--- config.mk ---
export PLATFORM = sky130hd
export DESIGN_NAME = mem_arbiter_flat
export DESIGN_NICKNAME = d
export VERILOG_FILES = /design/src/rtl/mem_arbiter_pkg.sv /design/src/rtl/mem_arbiter_if.sv /design/src/rtl/mem_arbiter_latency_counter.sv /design/src/rtl/mem_arbiter_register.sv /design/src/rtl/mem_arbiter.sv /design/src/flat_wrapper.sv
export SDC_FILE = /design/constraint.sdc
export NUM_CORES = 1
export LEC_CHECK = 0
export CELL_PAD_IN_SITES_DETAIL_PLACEMENT = 1
export CELL_PAD_IN_SITES_GLOBAL_PLACEMENT = 2
export CORE_AREA = 3 3 416 418
export DETAILED_ROUTE_END_ITERATION = 8
export DIE_AREA = 0 0 419 421
export GPL_TIMING_DRIVEN = 0
export PLACE_DENSITY_LB_ADDON = 0.1
export SKIP_LAST_GASP = 1
export SLEW_MARGIN = 20
export SYNTH_ARGS = -nofsm -noshare
export SYNTH_HDL_FRONTEND = slang
export SYNTH_SLANG_ARGS = --single-unit
--- constraint.sdc ---
create_clock -name clk -period 29.9 [get_ports clk]
set_input_delay 5.98 -clock clk [delete_from_list [all_inputs] [get_ports clk]]
set_output_delay 5.98 -clock clk [all_outputs]
set_load 0.01 [all_outputs]
--- src/rtl/mem_arbiter_pkg.sv ---
`default_nettype none
// +------------------------------------------------------------------+
// | mem_arb_pkg : state encoding and requester IDs for mem_arbiter   |
// | Rev 1.0                                                          |
// +------------------------------------------------------------------+
package mem_arb_pkg;

    localparam logic [2:0] ST_IDLE    = 3'd0;
    localparam logic [2:0] ST_IC_BUSY = 3'd1;
    localparam logic [2:0] ST_DC_BUSY = 3'd2;
    localparam logic [2:0] ST_IC_DONE = 3'd3;
    localparam logic [2:0] ST_DC_DONE = 3'd4;

    typedef enum logic [2:0] {
        IDLE    = ST_IDLE,
        IC_BUSY = ST_IC_BUSY,
        DC_BUSY = ST_DC_BUSY,
        IC_DONE = ST_IC_DONE,
        DC_DONE = ST_DC_DONE
    } arb_state_e;

    localparam logic REQ_IC = 1'b0;
    localparam logic REQ_DC = 1'b1;

endpackage
`default_nettype wire

--- src/rtl/mem_arbiter_if.sv ---
`default_nettype none
// +------------------------------------------------------------------+
// | mem_arbiter_if : cache petition and memory port bundle           |
// | Rev 1.0                                                          |
// +------------------------------------------------------------------+
interface mem_arbiter_if #(
    parameter int CACHE_LINE_WIDTH = 256,
    parameter int ADDR_WIDTH       = 16
);
    logic                        icPetition;
    logic [ADDR_WIDTH-1:0]       icAddr;
    logic                        icServiceReady;
    logic                        dcPetition;
    logic [ADDR_WIDTH-1:0]       dcAddr;
    logic                        dcWrite;
    logic [CACHE_LINE_WIDTH-1:0] dcWriteData;
    logic                        dcServiceReady;
    logic [CACHE_LINE_WIDTH-1:0] lineOut;
    logic                        memReq;
    logic                        memWe;
    logic [ADDR_WIDTH-1:0]       memAddr;
    logic [CACHE_LINE_WIDTH-1:0] memWriteData;
    logic [CACHE_LINE_WIDTH-1:0] memDataRead;

    // Arbiter side
    modport slave (
        input  icPetition, icAddr, dcPetition, dcAddr, dcWrite, dcWriteData, memDataRead,
        output icServiceReady, dcServiceReady, lineOut, memReq, memWe, memAddr, memWriteData
    );

    // Caches and memory side
    modport master (
        output icPetition, icAddr, dcPetition, dcAddr, dcWrite, dcWriteData, memDataRead,
        input  icServiceReady, dcServiceReady, lineOut, memReq, memWe, memAddr, memWriteData
    );
endinterface
`default_nettype wire

--- src/rtl/mem_arbiter_latency_counter.sv ---
`default_nettype none
// +------------------------------------------------------------------+
// | latency_counter : loadable down-counter with zero flag           |
// | Rev 1.0                                                          |
// +------------------------------------------------------------------+
module latency_counter #(
    parameter int WIDTH = 3
) (
    input  logic             clk,
    input  logic             reset,
    input  logic             load_i,
    input  logic [WIDTH-1:0] load_value_i,
    input  logic             dec_i,
    output logic             zero_o
);
    logic [WIDTH-1:0] count_q, count_d;

    always_comb begin
        count_d = count_q;
        if (load_i) begin
            count_d = load_value_i;
        end else if (dec_i && (count_q != '0)) begin
            count_d = count_q - WIDTH'(1);
        end
    end

    always_ff @(posedge clk or posedge reset) begin
        if (reset) begin
            count_q <= '0;
        end else begin
            count_q <= count_d;
        end
    end

    assign zero_o = (count_q == '0);

endmodule
`default_nettype wire

--- src/rtl/mem_arbiter_register.sv ---
`default_nettype none
// +------------------------------------------------------------------+
// | mem_arb_register : enabled register, cleared by async reset      |
// | Rev 1.0                                                          |
// +------------------------------------------------------------------+
module mem_arb_register #(
    parameter int WIDTH = 8
) (
    input  logic             clk,
    input  logic             reset,
    input  logic             en_i,
    input  logic [WIDTH-1:0] d_i,
    output logic [WIDTH-1:0] q_o
);
    logic [WIDTH-1:0] data_q;

    always_ff @(posedge clk or posedge reset) begin
        if (reset) begin
            data_q <= '0;
        end else if (en_i) begin
            data_q <= d_i;
        end
    end

    assign q_o = data_q;

endmodule
`default_nettype wire

--- src/rtl/mem_arbiter.sv ---
`default_nettype none
// +------------------------------------------------------------------+
// | mem_arbiter : icache/dcache arbiter for one line-wide memory port|
// | Option ARB_ROUND_ROBIN_EN: alternate grants on ties. Rev 1.0     |
// +------------------------------------------------------------------+
module mem_arbiter
    import mem_arb_pkg::*;
#(
    parameter int CACHE_LINE_WIDTH = 256,
    parameter int ADDR_WIDTH       = 16,
    parameter int MEM_LATENCY      = 5
) (
    input  logic         clk,
    input  logic         reset,
    mem_arbiter_if.slave bus_io
);
    localparam int                   CNT_WIDTH = $clog2(MEM_LATENCY) + 1;
    localparam logic [CNT_WIDTH-1:0] CNT_LOAD  = CNT_WIDTH'(MEM_LATENCY - 1);

    arb_state_e                  state_q, state_d;
    logic [ADDR_WIDTH-1:0]       addr_q, addr_d;
    logic                        we_q, we_d;
    logic                        grant;
    logic                        grant_dc;
    logic                        busy;
    logic                        cnt_zero;
    logic                        capture;
    logic [CACHE_LINE_WIDTH-1:0] wdata_d, wdata_q, line_q;

    assign grant = (state_q == IDLE) && (bus_io.icPetition || bus_io.dcPetition);

`ifdef ARB_ROUND_ROBIN_EN
    logic last_grant_q;

    // On a tie the requester that did not win last time goes first.
    always_comb begin
        grant_dc = bus_io.dcPetition;
        if (bus_io.dcPetition && bus_io.icPetition) begin
            grant_dc = (last_grant_q == REQ_IC);
        end
    end

    always_ff @(posedge clk or posedge reset) begin
        if (reset) begin
            last_grant_q <= REQ_IC;
        end else if (grant) begin
            last_grant_q <= grant_dc ? REQ_DC : REQ_IC;
        end
    end
`else
    // dcache holds the older instruction, so it always wins.
    assign grant_dc = bus_io.dcPetition;
`endif

    always_comb begin
        state_d = state_q;
        addr_d  = addr_q;
        we_d    = we_q;
        case (state_q)
            IDLE: begin
                if (grant) begin
                    state_d = grant_dc ? DC_BUSY : IC_BUSY;
                    addr_d  = grant_dc ? bus_io.dcAddr : bus_io.icAddr;
                    we_d    = grant_dc & bus_io.dcWrite;
                end
            end
            IC_BUSY: if (cnt_zero) state_d = IC_DONE;
            DC_BUSY: if (cnt_zero) state_d = DC_DONE;
            IC_DONE: state_d = IDLE;
            DC_DONE: state_d = IDLE;
            default: state_d = IDLE;
        endcase
    end

    always_ff @(posedge clk or posedge reset) begin
        if (reset) begin
            state_q <= IDLE;
            addr_q  <= '0;
            we_q    <= 1'b0;
        end else begin
            state_q <= state_d;
            addr_q  <= addr_d;
            we_q    <= we_d;
        end
    end

    assign busy    = (state_q == IC_BUSY) || (state_q == DC_BUSY);
    assign capture = busy && cnt_zero && !we_q;
    assign wdata_d = grant_dc ? bus_io.dcWriteData : '0;

    latency_counter #(
        .WIDTH (CNT_WIDTH)
    ) u_latency_counter (
        .clk          (clk),
        .reset        (reset),
        .load_i       (grant),
        .load_value_i (CNT_LOAD),
        .dec_i        (busy),
        .zero_o       (cnt_zero)
    );

    mem_arb_register #(
        .WIDTH (CACHE_LINE_WIDTH)
    ) u_wdata_reg (
        .clk   (clk),
        .reset (reset),
        .en_i  (grant),
        .d_i   (wdata_d),
        .q_o   (wdata_q)
    );

    mem_arb_register #(
        .WIDTH (CACHE_LINE_WIDTH)
    ) u_line_reg (
        .clk   (clk),
        .reset (reset),
        .en_i  (capture),
        .d_i   (bus_io.memDataRead),
        .q_o   (line_q)
    );

    assign bus_io.memReq         = busy;
    assign bus_io.memWe          = busy & we_q;
    assign bus_io.memAddr        = addr_q;
    assign bus_io.memWriteData   = wdata_q;
    assign bus_io.lineOut        = line_q;
    assign bus_io.icServiceReady = (state_q == IC_DONE);
    assign bus_io.dcServiceReady = (state_q == DC_DONE);

endmodule
`default_nettype wire

--- src/flat_wrapper.sv ---
// flat-port wrapper written by rule: the top's interface ports become plain ports
module mem_arbiter_flat import mem_arb_pkg::*;
#(
    parameter int CACHE_LINE_WIDTH = 256,
    parameter int ADDR_WIDTH       = 16,
    parameter int MEM_LATENCY      = 5
)
  (clk, reset, bus_io_icPetition, bus_io_icAddr, bus_io_dcPetition, bus_io_dcAddr, bus_io_dcWrite, bus_io_dcWriteData, bus_io_memDataRead, bus_io_icServiceReady, bus_io_dcServiceReady, bus_io_lineOut, bus_io_memReq, bus_io_memWe, bus_io_memAddr, bus_io_memWriteData);
  mem_arbiter_if #(.CACHE_LINE_WIDTH(CACHE_LINE_WIDTH), .ADDR_WIDTH(ADDR_WIDTH)) bus_io_i ();
  input  logic clk;
  input  logic reset;
  input wire logic [$bits(bus_io_i.icPetition)-1:0] bus_io_icPetition;
  input wire logic [$bits(bus_io_i.icAddr)-1:0] bus_io_icAddr;
  input wire logic [$bits(bus_io_i.dcPetition)-1:0] bus_io_dcPetition;
  input wire logic [$bits(bus_io_i.dcAddr)-1:0] bus_io_dcAddr;
  input wire logic [$bits(bus_io_i.dcWrite)-1:0] bus_io_dcWrite;
  input wire logic [$bits(bus_io_i.dcWriteData)-1:0] bus_io_dcWriteData;
  input wire logic [$bits(bus_io_i.memDataRead)-1:0] bus_io_memDataRead;
  output wire logic [$bits(bus_io_i.icServiceReady)-1:0] bus_io_icServiceReady;
  output wire logic [$bits(bus_io_i.dcServiceReady)-1:0] bus_io_dcServiceReady;
  output wire logic [$bits(bus_io_i.lineOut)-1:0] bus_io_lineOut;
  output wire logic [$bits(bus_io_i.memReq)-1:0] bus_io_memReq;
  output wire logic [$bits(bus_io_i.memWe)-1:0] bus_io_memWe;
  output wire logic [$bits(bus_io_i.memAddr)-1:0] bus_io_memAddr;
  output wire logic [$bits(bus_io_i.memWriteData)-1:0] bus_io_memWriteData;
  assign bus_io_i.icPetition = bus_io_icPetition;
  assign bus_io_i.icAddr = bus_io_icAddr;
  assign bus_io_i.dcPetition = bus_io_dcPetition;
  assign bus_io_i.dcAddr = bus_io_dcAddr;
  assign bus_io_i.dcWrite = bus_io_dcWrite;
  assign bus_io_i.dcWriteData = bus_io_dcWriteData;
  assign bus_io_i.memDataRead = bus_io_memDataRead;
  assign bus_io_icServiceReady = bus_io_i.icServiceReady;
  assign bus_io_dcServiceReady = bus_io_i.dcServiceReady;
  assign bus_io_lineOut = bus_io_i.lineOut;
  assign bus_io_memReq = bus_io_i.memReq;
  assign bus_io_memWe = bus_io_i.memWe;
  assign bus_io_memAddr = bus_io_i.memAddr;
  assign bus_io_memWriteData = bus_io_i.memWriteData;
  mem_arbiter #(.CACHE_LINE_WIDTH(CACHE_LINE_WIDTH), .ADDR_WIDTH(ADDR_WIDTH), .MEM_LATENCY(MEM_LATENCY)) u_core (.clk(clk), .reset(reset), .bus_io(bus_io_i));
endmodule
==> After elaboration in Yosys (flattened, before gate mapping) <==
Index checks and enable logic that the tools add are counted.
{ "word_totals": {"ff_bits": 536, "output_inout_bits": 532, "wordCells": 38} }
{ "op_classes": {"addsub": 1, "eq_ne": 7, "mux": 9, "bitwise": 2, "n_reduce_logical": 13} }
{ "op_table": {"columns": ["op", "count"], "rows": [
  ["two-way mux 256 bit", 1],
  ["two-way mux 16 bit", 1],
  ["two-way mux 3 bit", 3],
  ["case mux 3 bit (3 select lines)", 1],
  ["two-way mux 4 bit", 2],
  ["equality test 3 x 2 -> 1 bit (second input constant)", 2],
  ["!= test 2 x 1 -> 1 bit (second input constant)", 3],
  ["logical AND 1 bit", 4],
  ["zero test 4 bit", 1],
  ["nonzero test 4 bit", 1],
  ["subtractor 4 x 1 -> 4 bit (second input constant)", 1],
  ["equality test 3 x 1 -> 1 bit (second input constant)", 1],
  ["equality test 3 bit (second input constant)", 1],
  ["zero test 3 bit", 1],
  ["AND reduction 3 bit", 1],
  ["bitwise AND 1 bit", 2],
  ["logical OR 1 bit", 2],
  ["two-way mux 2 bit", 1],
  ["AND reduction 2 bit", 1],
  ["nonzero test 2 bit", 1],
  ["zero test 1 bit", 1]
]} }

==> Longest topological paths before layout <==
{ "depth": {"depth_word": 5, "mapped_depth": 7, "ltp_nobuf": 5} }

==> Modules after synthesis <==
From an unflattened synthesis, not the netlist that was laid out.
{ "hier_totals": {"cells_unflattened": 1474, "hier_area_um2": 22248.8} }
{ "modules_own_cells": {"columns": ["mod", "instances", "cells_per_inst", "area_each_um2", "seq_area_each_um2"], "rows": [
  ["mem_arb_register", 2, 541, 9598.0, 6406.1],
  ["mem_arbiter", 1, 364, 2791.4, 500.5],
  ["latency_counter", 1, 28, 261.5, 100.1]
]} }

==> Least setup slack after synthesis <==
No wires, ideal clock.
{ "synth_path": {"path_type": "input to register", "start": "in bus_io_dcPetition", "end": "reg u_core.addr_q[10] (netlist: u_core.bus_io.memAddr[10])", "t_arrival_ns": 7.140, "required_time_ns": 29.775, "path_slack_ns": 22.635, "path_stages": 6, "n_path_buf": 3, "cell_sequence": "nor2_1 or4_1 clkbuf_1 clkbuf_1 buf_2 mux2_2"} }
{ "synth_between": {"elab_chain_len": 3, "word_cells_on_any_way": 4} }
{ "synth_rtl": {"columns": ["element", "line", "source"], "rows": [
  ["start: declaration", "flat_wrapper.sv:14", "input wire logic [$bits(bus_io_i.dcPetition)-1:0] bus_io_dcPetition;"],
  ["logical OR 1 bit", "mem_arbiter.sv:30", "assign grant = (state_q == IDLE) && (bus_io.icPetition || bus_io.dcPetition);"],
  ["logical AND 1 bit", "mem_arbiter.sv:30", null],
  ["AND reduction 2 bit (no source line)", null, null],
  ["end signal: assignment", "mem_arbiter.sv:82", "addr_q <= addr_d;"],
  ["end: declaration", "mem_arbiter.sv:21", "logic [ADDR_WIDTH-1:0] addr_q, addr_d;"]
]} }
Several ways; a longest one is shown, not always the timed one.
A chain may end at the register's enable or synchronous reset.

==> Worst setup path in the final report <==
{ "layout_path": {"start": "reg u_core.state_q[0]", "end": "out bus_io_memWe"} }
{ "layout_between": {"elab_chain_len": 3, "word_cells_on_any_way": 4} }
{ "layout_rtl": {"columns": ["element", "line", "source"], "rows": [
  ["start: declaration", "mem_arbiter.sv:20", "arb_state_e state_q, state_d;"],
  ["start signal: assignment", "mem_arbiter.sv:81", "state_q <= state_d;"],
  ["equality test 3 x 1 -> 1 bit / equality test 3 x 2 -> 1 bit (equally long branches)", "mem_arbiter.sv:87", "assign busy = (state_q == IC_BUSY) || (state_q == DC_BUSY);"],
  ["logical OR 1 bit (*)", "mem_arbiter.sv:87", null],
  ["bitwise AND 1 bit (*)", "mem_arbiter.sv:123", "assign bus_io.memWe = busy & we_q;"],
  ["end: declaration", "flat_wrapper.sv:23", "output wire logic [$bits(bus_io_i.memWe)-1:0] bus_io_memWe;"]
]} }
Every way passes the cells marked *; elsewhere a longest branch is shown, timed or not.

==> results.md <==
* Peak VDD IR at 43.3 uV
* Post-CTS Hold Buffers at 0
* Residual DRC count at 0
* Postcts setup bufs at 0
* Sink Count at 536
* Largest net degree at the start of global routing at 88
* Synth Cell Area at 19700 sq um
* Sw Share at 33.5%
* Total track usage at 12.3%
* Iter 0 DRT Violations at 401
* Worst EP required at 23920 ps
* Worst setup SP type: register
* Placement Setup Slack at 20510 ps
* Cts repair resizes at 0
* First-pass GRT wire length at 153000 um
* Clock Tree Root: clkbuf_16
* Routed Antenna Nets at 0
* Fin crit period at 8460 ps
* Post-detail-place hpwl at 90200 um
* Grt total ovfl at 0
* Power per cell area at 106 nW/um^2
* Tcrit/Tclk final at 28.3%
* Share of cells above drive strength 1 at 14.0%
* Power share of the clock group at 24.7%
* Area Overhead vs Synth at 83.6%
* Leak Pwr at 14.7 nW
* # setup viols final at 0
* Syn Area/Cell at 16.2 sq um
* Die ar. at 176000 sq um
* Met2 GRT Util at 23.2%
* Met1 Use GR at 10.9%
* Wirelength, routed at 111000 um
* Met3 GRT Util at 5.71%
* Antenna violations before repair at 38
* Crit path DAT at 2480 ps
* Worst rel slew slack at 41.0%
* Total core area at 169000 sq um
* Vias in the first global route at 18098
* Max-slew violation count at 0
* Synth unique cells at 33
* Die Y at 421 um
* Initial Utilization at 11.6%
* F_max at 118 MHz
* Synth Warn # at 0
* Worst Path Max Fanout at 6
* CTS tree: built
* Worst Skew at 26.3 ps
* Vias per inst at 3.36
* Syn_nets at 1762
* Register area share after synthesis at 68.2%
* IO Port Bufs at 1080
* Sequential share of power at 32.7%
* Synth async-reset ratio at 100%
* RD Place Congestion at 0.805
* Kind of critical path: reg2out
* Final Hold Viols at 0
* First-pass iteration count of the detailed router at 4
* CTS Buf Count at 78
* Clock-pin transition on the worst setup and hold timing paths at 50 ps
* Max cap viols at 0
* Clk buf depth at 3
* Internal Pwr Total at 0.00254 W
* Clock Latency Late Sink at 660 ps
* Nets@finish at 2930
* Status: completed
* Setup TNS at 0 ps
* Most used routing layer: met2
* Crit path capture type: output pin
* Synthesized instance count at 1212
* Hold Path Class: reg2reg
* Sw Pwr at 0.00128 W
* EDFF count, synth at 0
* Least-Margin Pin Slew at 884 ps
* Register bit count reported by yosys at 536
* Final setup margin at 21440 ps
* DR WL/cell at 23.7 um
* IO Pins at 1081
* RSZ-0062 raised after global routing: no
* Most frequent cells in the layout: clkdlybuf4s50_1 (1080), dfrtp_1 (536), a22o_1 (258), mux2_2 (150), mux2_1 (138)
* Synth Flop Type: dfrtp_1
* Row cnt at 151
* Vias at 15727
* Commonest non-fill, non-tap cell in the layout: clkdlybuf4s50_1
* H-Tree Depth at 3
* Die W at 419 um
* Comb pwr share at 42.6%
* Final core area utilization at 21.3%
[layout make-up]
type	count	area [sq um]
antenna	26	65.1
tap	2218	2780
buffer	92	494
multi-input combinational	580	5760
inverter	4	22.5
clock buffer	115	2320
fill	18634	133000
clock inverter	23	254
timing repair buffer	1088	11000
sequential	536	13400
[final timing paths]
| kind | startpoint | to | slack, ps | cells past startpoint |
|---|---|---|---|---|
| worst max-delay path | u_core.state_q[0] | bus_io_memWe | 21440 | 4 |
| worst min-delay path | u_core.u_line_reg.q_o[70] | u_core.u_line_reg.q_o[70] | 480 | 1 |
| worst max register to register | u_core.u_latency_counter.count_q[0] | u_core.u_line_reg.q_o[65] | 27100 | 7 |
| worst min register to register | u_core.u_line_reg.q_o[70] | u_core.u_line_reg.q_o[70] | 480 | 1 |
| max in group asynchronous | reset | u_core.u_wdata_reg.q_o[45] | 22540 | 5 |
| min in group asynchronous | reset | u_core.u_wdata_reg.q_o[210] | 5710 | 2 |
[stage by stage]
step	total power, W	instances	area (sq um)	hold slack (ps)
global route	0.00407	4673	36100	491
finish	0.00382	4682	36100	479
floorplan	0.00185	1212	19700	516
CTS	0.00394	4656	36100	486
detailed placement	0.00295	4518	33500	475
global placement	0.00293	4510	33300	468
[Yosys cell counts (2+ instances only)]
cell	number	share of area, %
dfrtp_1	536	68
a22o_1	258	11
mux2_2	150	8.6
mux2_1	138	7.9
clkbuf_1	36	0.69
buf_2	30	0.76
buf_4	21	0.80
nor3_1	5	0.13
buf_6	4	0.23
inv_1	4	0.076
a21oi_1	3	0.076
nor2_1	3	0.057
and2_1	2	0.064
nor4_1	2	0.064
or4_1	2	0.076
[cells by family (layout without fill, tap and decap cells)]
family | Yosys count | after routing | share of synthesized area (%)
compound gates | 267 | 267 | 11.8
xor+xnor | 1 | 1 | 0.0445
fa+ha+maj | 1 | 1 | 0.0636
buf+inv | 96 | 1322 | 2.58
flops | 536 | 536 | 68.2
mux | 289 | 289 | 16.5
other cells | 0 | 26 | 0
simple gates | 22 | 22 | 0.782
[power by group through the flow]
stage,logic (W),registers [W],clock network (W)
floorplan,0.000470,0.00138,0
global placement,0.00167,0.00126,0
detailed placement,0.00168,0.00127,0
CTS,0.00168,0.00126,0.000998
global route,0.00174,0.00130,0.00103
finish,0.00163,0.00125,0.000943
[sequential cells by signal, indices dropped and copies added, names as in the netlist]
register                          flops
u_core.u_wdata_reg.q_o              256
u_core.bus_io.memAddr                16
u_core.u_line_reg.q_o               256
u_core.state_q                        3
u_core.u_latency_counter.count_q      4
u_core.we_q                           1
[metal layers]
| layer | part of all wire (%) | routed length [um] | up-vias |
|---|---|---|---|
| met5 | 0.086 | 96 | - |
| met4 | 3.4 | 3770 | 16 |
| met3 | 11 | 11700 | 160 |
| met2 | 55 | 60700 | 686 |
| met1 | 31 | 34800 | 7976 |
| li1 | - | - | 6889 |
[worst max-delay path: stages, from the launching register on]
cell	delay, ps
dfrtp_1	390
xnor2_1	560
nor2_1	120
and2_1	190
clkdlybuf4s50_1	580
Power figures use the tool's default switching activity.
==> RTL edit 1 (same flow settings) <==
`MEM_LATENCY` is set to 5 in 2 places; all go to 6.
--- a/src/rtl/mem_arbiter.sv
+++ b/src/rtl/mem_arbiter.sv
@@ -9,5 +9,5 @@
     parameter int CACHE_LINE_WIDTH = 256,
     parameter int ADDR_WIDTH       = 16,
-    parameter int MEM_LATENCY      = 5
+    parameter int MEM_LATENCY      = 6
 ) (
     input  logic         clk,
--- a/src/flat_wrapper.sv
+++ b/src/flat_wrapper.sv
@@ -4,5 +4,5 @@
     parameter int CACHE_LINE_WIDTH = 256,
     parameter int ADDR_WIDTH       = 16,
-    parameter int MEM_LATENCY      = 5
+    parameter int MEM_LATENCY      = 6
 )
   (clk, reset, bus_io_icPetition, bus_io_icAddr, bus_io_dcPetition, bus_io_dcAddr, bus_io_dcWrite, bus_io_dcWriteData, bus_io_memDataRead, bus_io_icServiceReady, bus_io_dcServiceReady, bus_io_lineOut, bus_io_memReq, bus_io_memWe, bus_io_memAddr, bus_io_memWriteData);
Formal check against the unedited RTL: same outputs for any inputs over 4 cycles, from zero or initial values and one cycle with reset high; that may be too few to reach the edited logic, so the function may still have changed.
==> RTL edit 1 against the unedited design <==
Wire length fell by 0.87%. Synthesized cell count unchanged. Sequential power barely moved. Die area did not move. Sequential cell count unchanged. Power decreased by 1.7%. Cell area down 0.35%. Maximum frequency rose by 0.51%. Area after synthesis about the same. Worst setup slack gained 0.043 ns. Largest power group unchanged. Highest routed layer unchanged.
==> RTL edit 1: results (changes against the unedited design) <==
Parameter                              Value

Drt
  Wire length on met2 ... 59,500 um (was 60,700 um)
  Detailed route wirelength on metal3 ... 11,500 um (was 11,700 um)
  DRC marker count from the first detailed-route iteration ... 431 (was 401)
  Via Count ... 15,600 (was 15,700)
  Post-DR wirelength/cell ... 23.6 um (was 23.7 um)
  Detailed-route wire length on metal 1 ... 35,600 um (was 34,800 um)

Critical path
  Crit-path leading delay family ... XOR/XNOR gates (was buffers and inverters)
  Delay contributed by the slowest stage of the critical path ... 0.54 ns (was 0.58 ns)
  Arrival time of the worst setup path ... 2.44 ns (was 2.48 ns)
  Slowest library cell on the worst path ... sky130_fd_sc_hd__xnor2_1 (was sky130_fd_sc_hd__clkdlybuf4s50_1)

Placement
  Post-place setup slack ... 20.75 ns (was 20.51 ns)
  HPWL Detailed ... 89,000 um (was 90,200 um)
  Area after DPL ... 33,500 um2 (about the same)
  Global placer's final weighted congestion ... 0.763 (was 0.805)
  Cell Count Post-Placement ... 4,517 (was 4,518)

Power
  Fraction of power spent switching nets ... 33.7% (was 33.5%)
  Worst-case vdd ir drop ... 38.0 uV (was 43.3 uV)
  Leakage ... 14.7 nW (about the same)

Global route
  Via count of the first global-routing pass ... 17,900 (was 18,100)
  Largest net degree at the start of global routing ... 89 (was 88)
  Overall routing resource usage ... 12.1% (was 12.3%)
  Met3 usage ... 5.81% (was 5.71%)
  Number of antenna violations at the first check in global routing ... 36 (was 38)
  Wire length of the first global-routing pass ... 150,000 um (was 153,000 um)
  M1 GR Usage ... 11.1% (was 10.9%)

Timing
  Clock Skew ... 0.0347 ns (was 0.0263 ns)
  Actual transition at the worst max-transition pin ... 0.998 ns (was 0.884 ns)

Finish
  Ratio of cells with drive above 1 in the final layout ... 13.6% (was 14.0%)
  Final cell count without fillers ... 4,671 (was 4,682)
  Fillcell total ... 18,700 (was 18,600)

Yosys
  Post-synthesis area per instance ... 16.2 um2 (about the same)
  Register area share after synthesis ... 68.2% (about the same)
  Count of cell types in the netlist ... 33 (unchanged)

Clock network
  CTS Buffer Depth ... 3 (unchanged)
  Worst-skew pair later-pin latency ... 0.64 ns (was 0.66 ns)
  Number of buffers created by CTS ... 79 (was 78)

Status
  Outcome ... finished clean (unchanged)
==> RTL edit 1: cell type report <==
| type | count | area, um2 | share of cell area (%) |
|---|---|---|---|
| sequential | 536 | 13400 | 37.3 |
| timing repair buffer | 1087 | 11000 | 30.6 |
| multi-input combinational | 580 | 5750 | 16.0 |
| tap | 2218 | 2780 | 7.71 |
| clock buffer | 109 | 2200 | 6.11 |
| buffer | 92 | 494 | 1.37 |
| clock inverter | 25 | 287 | 0.796 |
| antenna | 20 | 50.0 | 0.139 |
| inverter | 4 | 22.5 | 0.0626 |
==> RTL edit 1: worst paths after layout <==
path / cells after the start / slack, ns / to
hold reg to reg: 1 / 0.48 / u_core.u_line_reg.q_o[45]
setup reg to reg: 7 / 27.06 / u_core.u_line_reg.q_o[108]
max in group asynchronous: 5 / 22.54 / u_core.u_wdata_reg.q_o[104]
min in group asynchronous: 2 / 5.72 / u_core.u_line_reg.q_o[240]
hold / removal: 1 / 0.48 / u_core.u_line_reg.q_o[45]
setup / recovery: 4 / 21.48 / bus_io_memWe
==> RTL edit 1: power groups by stage <==
stage | clock, mW | sequential, mW | combinational [mW]
after floorplan | 0 | 1.38 | 0.457
after global placement | 0 | 1.26 | 1.64
after detailed placement | 0 | 1.26 | 1.65
after CTS | 0.962 | 1.26 | 1.66
after global routing | 0.993 | 1.30 | 1.71
final | 0.909 | 1.25 | 1.60
==> RTL edit 1: kinds of logic after synthesis <==
kind of cell	count (synthesis)	synth area share, %
AOI/OAI and AO/OA	267	11.8
xor gates and xnor gates	1	0.0445
adders and majority gates	1	0.0636
buffers and inverters	96	2.58
DFF	536	68.2
muxes	289	16.5
and+or+nand+nor	22	0.782
==> RTL edit 2 (config.mk and constraints unchanged) <==
Without the edit above. `addr_q` no longer has a reset.
--- a/src/rtl/mem_arbiter.sv
+++ b/src/rtl/mem_arbiter.sv
@@ -76,11 +76,13 @@
         if (reset) begin
             state_q <= IDLE;
-            addr_q  <= '0;
             we_q    <= 1'b0;
         end else begin
             state_q <= state_d;
-            addr_q  <= addr_d;
             we_q    <= we_d;
         end
+    end
+
+    always_ff @(posedge clk) begin
+        addr_q <= addr_d;
     end
 
Function: changed (a bounded check fails within 4 cycles, from zero or initial values and one cycle with reset high).
==> RTL edit 2 against the unedited design <==
Critical path depth unchanged. Combinational power grew 9%. Area after synthesis grew 0.60%. Worst hold slack improved by 0.0010 ns. Wire length is 0.17% higher. Die area unchanged. Utilization about the same. Sequential cell count stayed put. Cell area is essentially flat. Worst setup slack improved by 0.26 ns. Synthesized cell count decreased by 1.7%. Cell count shrank 0.49%. Power rose by 4.9%. Critical path type unchanged. Critical endpoint unchanged.
==> RTL edit 2: results (changes against the unedited design) <==
Parameter                              Value

Critical path
  Delay contributed by the slowest stage of the critical path ... 0.60 ns (was 0.58 ns)
  CP Max Fanout ... 9 (was 6)
  Arrival time of the worst setup path ... 2.22 ns (was 2.48 ns)
  Critical path capture point ... bus_io_memWe (unchanged)
  Endpoint of the most critical register-to-register path ... u_core.u_line_reg.q_o[84] (was u_core.u_line_reg.q_o[65])
  Reg-to-reg slack, setup ... 26.95 ns (was 27.10 ns)

Finish
  Fillcell total ... 18,600 (about the same)
  Net total in the final layout ... 2,908 (was 2,930)

Yosys
  Post-synthesis async set-or-reset flop share ... 97.0% (was 100%)
  Most frequent cells after synthesis ... sky130_fd_sc_hd__dfrtp_1 (520), sky130_fd_sc_hd__a22o_1 (257), sky130_fd_sc_hd__mux2_1 (240), sky130_fd_sc_hd__buf_6 (49), sky130_fd_sc_hd__mux2_2 (32) (was sky130_fd_sc_hd__dfrtp_1 (536), sky130_fd_sc_hd__a22o_1 (258), sky130_fd_sc_hd__mux2_2 (150), sky130_fd_sc_hd__mux2_1 (138), sky130_fd_sc_hd__clkbuf_1 (36))
  Net count of the mapped netlist ... 1,742 (was 1,762)
  Number of synthesized flops with an enable pin ... 16 (was 0)
  Count of cell types in the netlist ... 30 (was 33)
  Cell types with the largest area share after synthesis ... sky130_fd_sc_hd__dfrtp_1 (66%), sky130_fd_sc_hd__mux2_1 (14%), sky130_fd_sc_hd__a22o_1 (11%), sky130_fd_sc_hd__buf_6 (2.8%), sky130_fd_sc_hd__edfxtp_1 (2.4%) (was sky130_fd_sc_hd__dfrtp_1 (68%), sky130_fd_sc_hd__a22o_1 (11%), sky130_fd_sc_hd__mux2_2 (8.6%), sky130_fd_sc_hd__mux2_1 (7.9%), sky130_fd_sc_hd__buf_4 (0.80%))

Status
  Outcome ... finished clean (unchanged)

Clock network
  Master cell of the clock root buffer ... sky130_fd_sc_hd__clkbuf_16 (unchanged)
  Number of buffers created by CTS ... 79 (was 78)

Global route
  Via count of the first global-routing pass ... 17,600 (was 18,100)
  Number of antenna violations at the first check in global routing ... 49 (was 38)
  Overall routing resource usage ... 12.2% (was 12.3%)
  Largest net degree at the start of global routing ... 90 (was 88)

Power
  Leakage ... 14.7 nW (about the same)
  Fraction of power spent switching nets ... 34.4% (was 33.5%)
  Worst-case vdd ir drop ... 39.4 uV (was 43.3 uV)

Drt
  Detailed route wirelength on metal3 ... 11,400 um (was 11,700 um)
  Post-DR wirelength/cell ... 23.9 um (was 23.7 um)
  DRC marker count from the first detailed-route iteration ... 523 (was 401)
  Wire length on met2 ... 59,100 um (was 60,700 um)

Placement
  Global placer's final weighted congestion ... 0.786 (was 0.805)
  Number of buffers added on ports ... 1,079 (was 1,080)
  HPWL Detailed ... 89,700 um (was 90,200 um)

Timing
  Clock Skew ... 0.0283 ns (was 0.0263 ns)
  Worst hold slack across all endpoints ... 0.480 ns (was 0.479 ns)
RTL edit 2: cell type report:
type                       instances  share of cell area, %
antenna                           29                  0.201
clock inverter                    26                  0.872
multi-input combinational        560                   15.3
clock buffer                     109                   6.11
timing repair buffer            1085                   30.3
tap                             2218                   7.68
buffer                            89                   2.07
inverter                           7                 0.0935
sequential                       536                   37.3
RTL edit 2: per-layer routing:
| layer | GRT usage (%) | vias up |
|---|---|---|
| met1 | 11.4 | 7834 |
| li1 | - | 6820 |
| met5 | 0 | - |
| met3 | 5.75 | 179 |
| met4 | 5.04 | 24 |
| met2 | 22.7 | 698 |
RTL edit 2: worst min-delay path by stage:
stage | from | end | cells after the start
floorplan | u_core.u_latency_counter.count_q[0] | u_core.u_latency_counter.count_q[0] | 1
global placement | u_core.u_line_reg.q_o[82] | u_core.u_line_reg.q_o[82] | 1
detailed placement | u_core.u_line_reg.q_o[170] | u_core.u_line_reg.q_o[170] | 1
CTS | u_core.u_line_reg.q_o[188] | u_core.u_line_reg.q_o[188] | 1
global route | u_core.u_line_reg.q_o[114] | u_core.u_line_reg.q_o[114] | 1
finish | u_core.u_line_reg.q_o[219] | u_core.u_line_reg.q_o[219] | 1
RTL edit 2: logic make-up after synthesis:
kind of cell | after synthesis | synth area share, %
AOI/OAI and AO/OA | 264 | 11.6
xor gates and xnor gates | 2 | 0.0885
adders and majority gates | 1 | 0.0632
buffers and inverters | 96 | 3.92
DFF | 536 | 68.2
muxes | 274 | 15.6
and+or+nand+nor | 19 | 0.588
RTL edit 2: stage by stage:
stage | cell area, um2 | instances | setup slack (ns)
2_1_floorplan | 19800 | 1192 | 9.39
5_1_grt | 36100 | 4643 | 21.51
4_1_cts | 36100 | 4630 | 21.56
3_5_place_dp | 33500 | 4495 | 21.04
6_report | 36100 | 4659 | 21.70
3_3_place_gp | 33400 | 4489 | 0.250
RTL edit 2: power by group through the flow:
stage	registers, mW	clock network [mW]	logic [mW]
detailed placement	1.31	0	1.84
global placement	1.30	0	1.83
floorplan	1.45	0	0.502
finish	1.30	0.932	1.78
CTS	1.30	0.983	1.84
global route	1.35	1.01	1.90
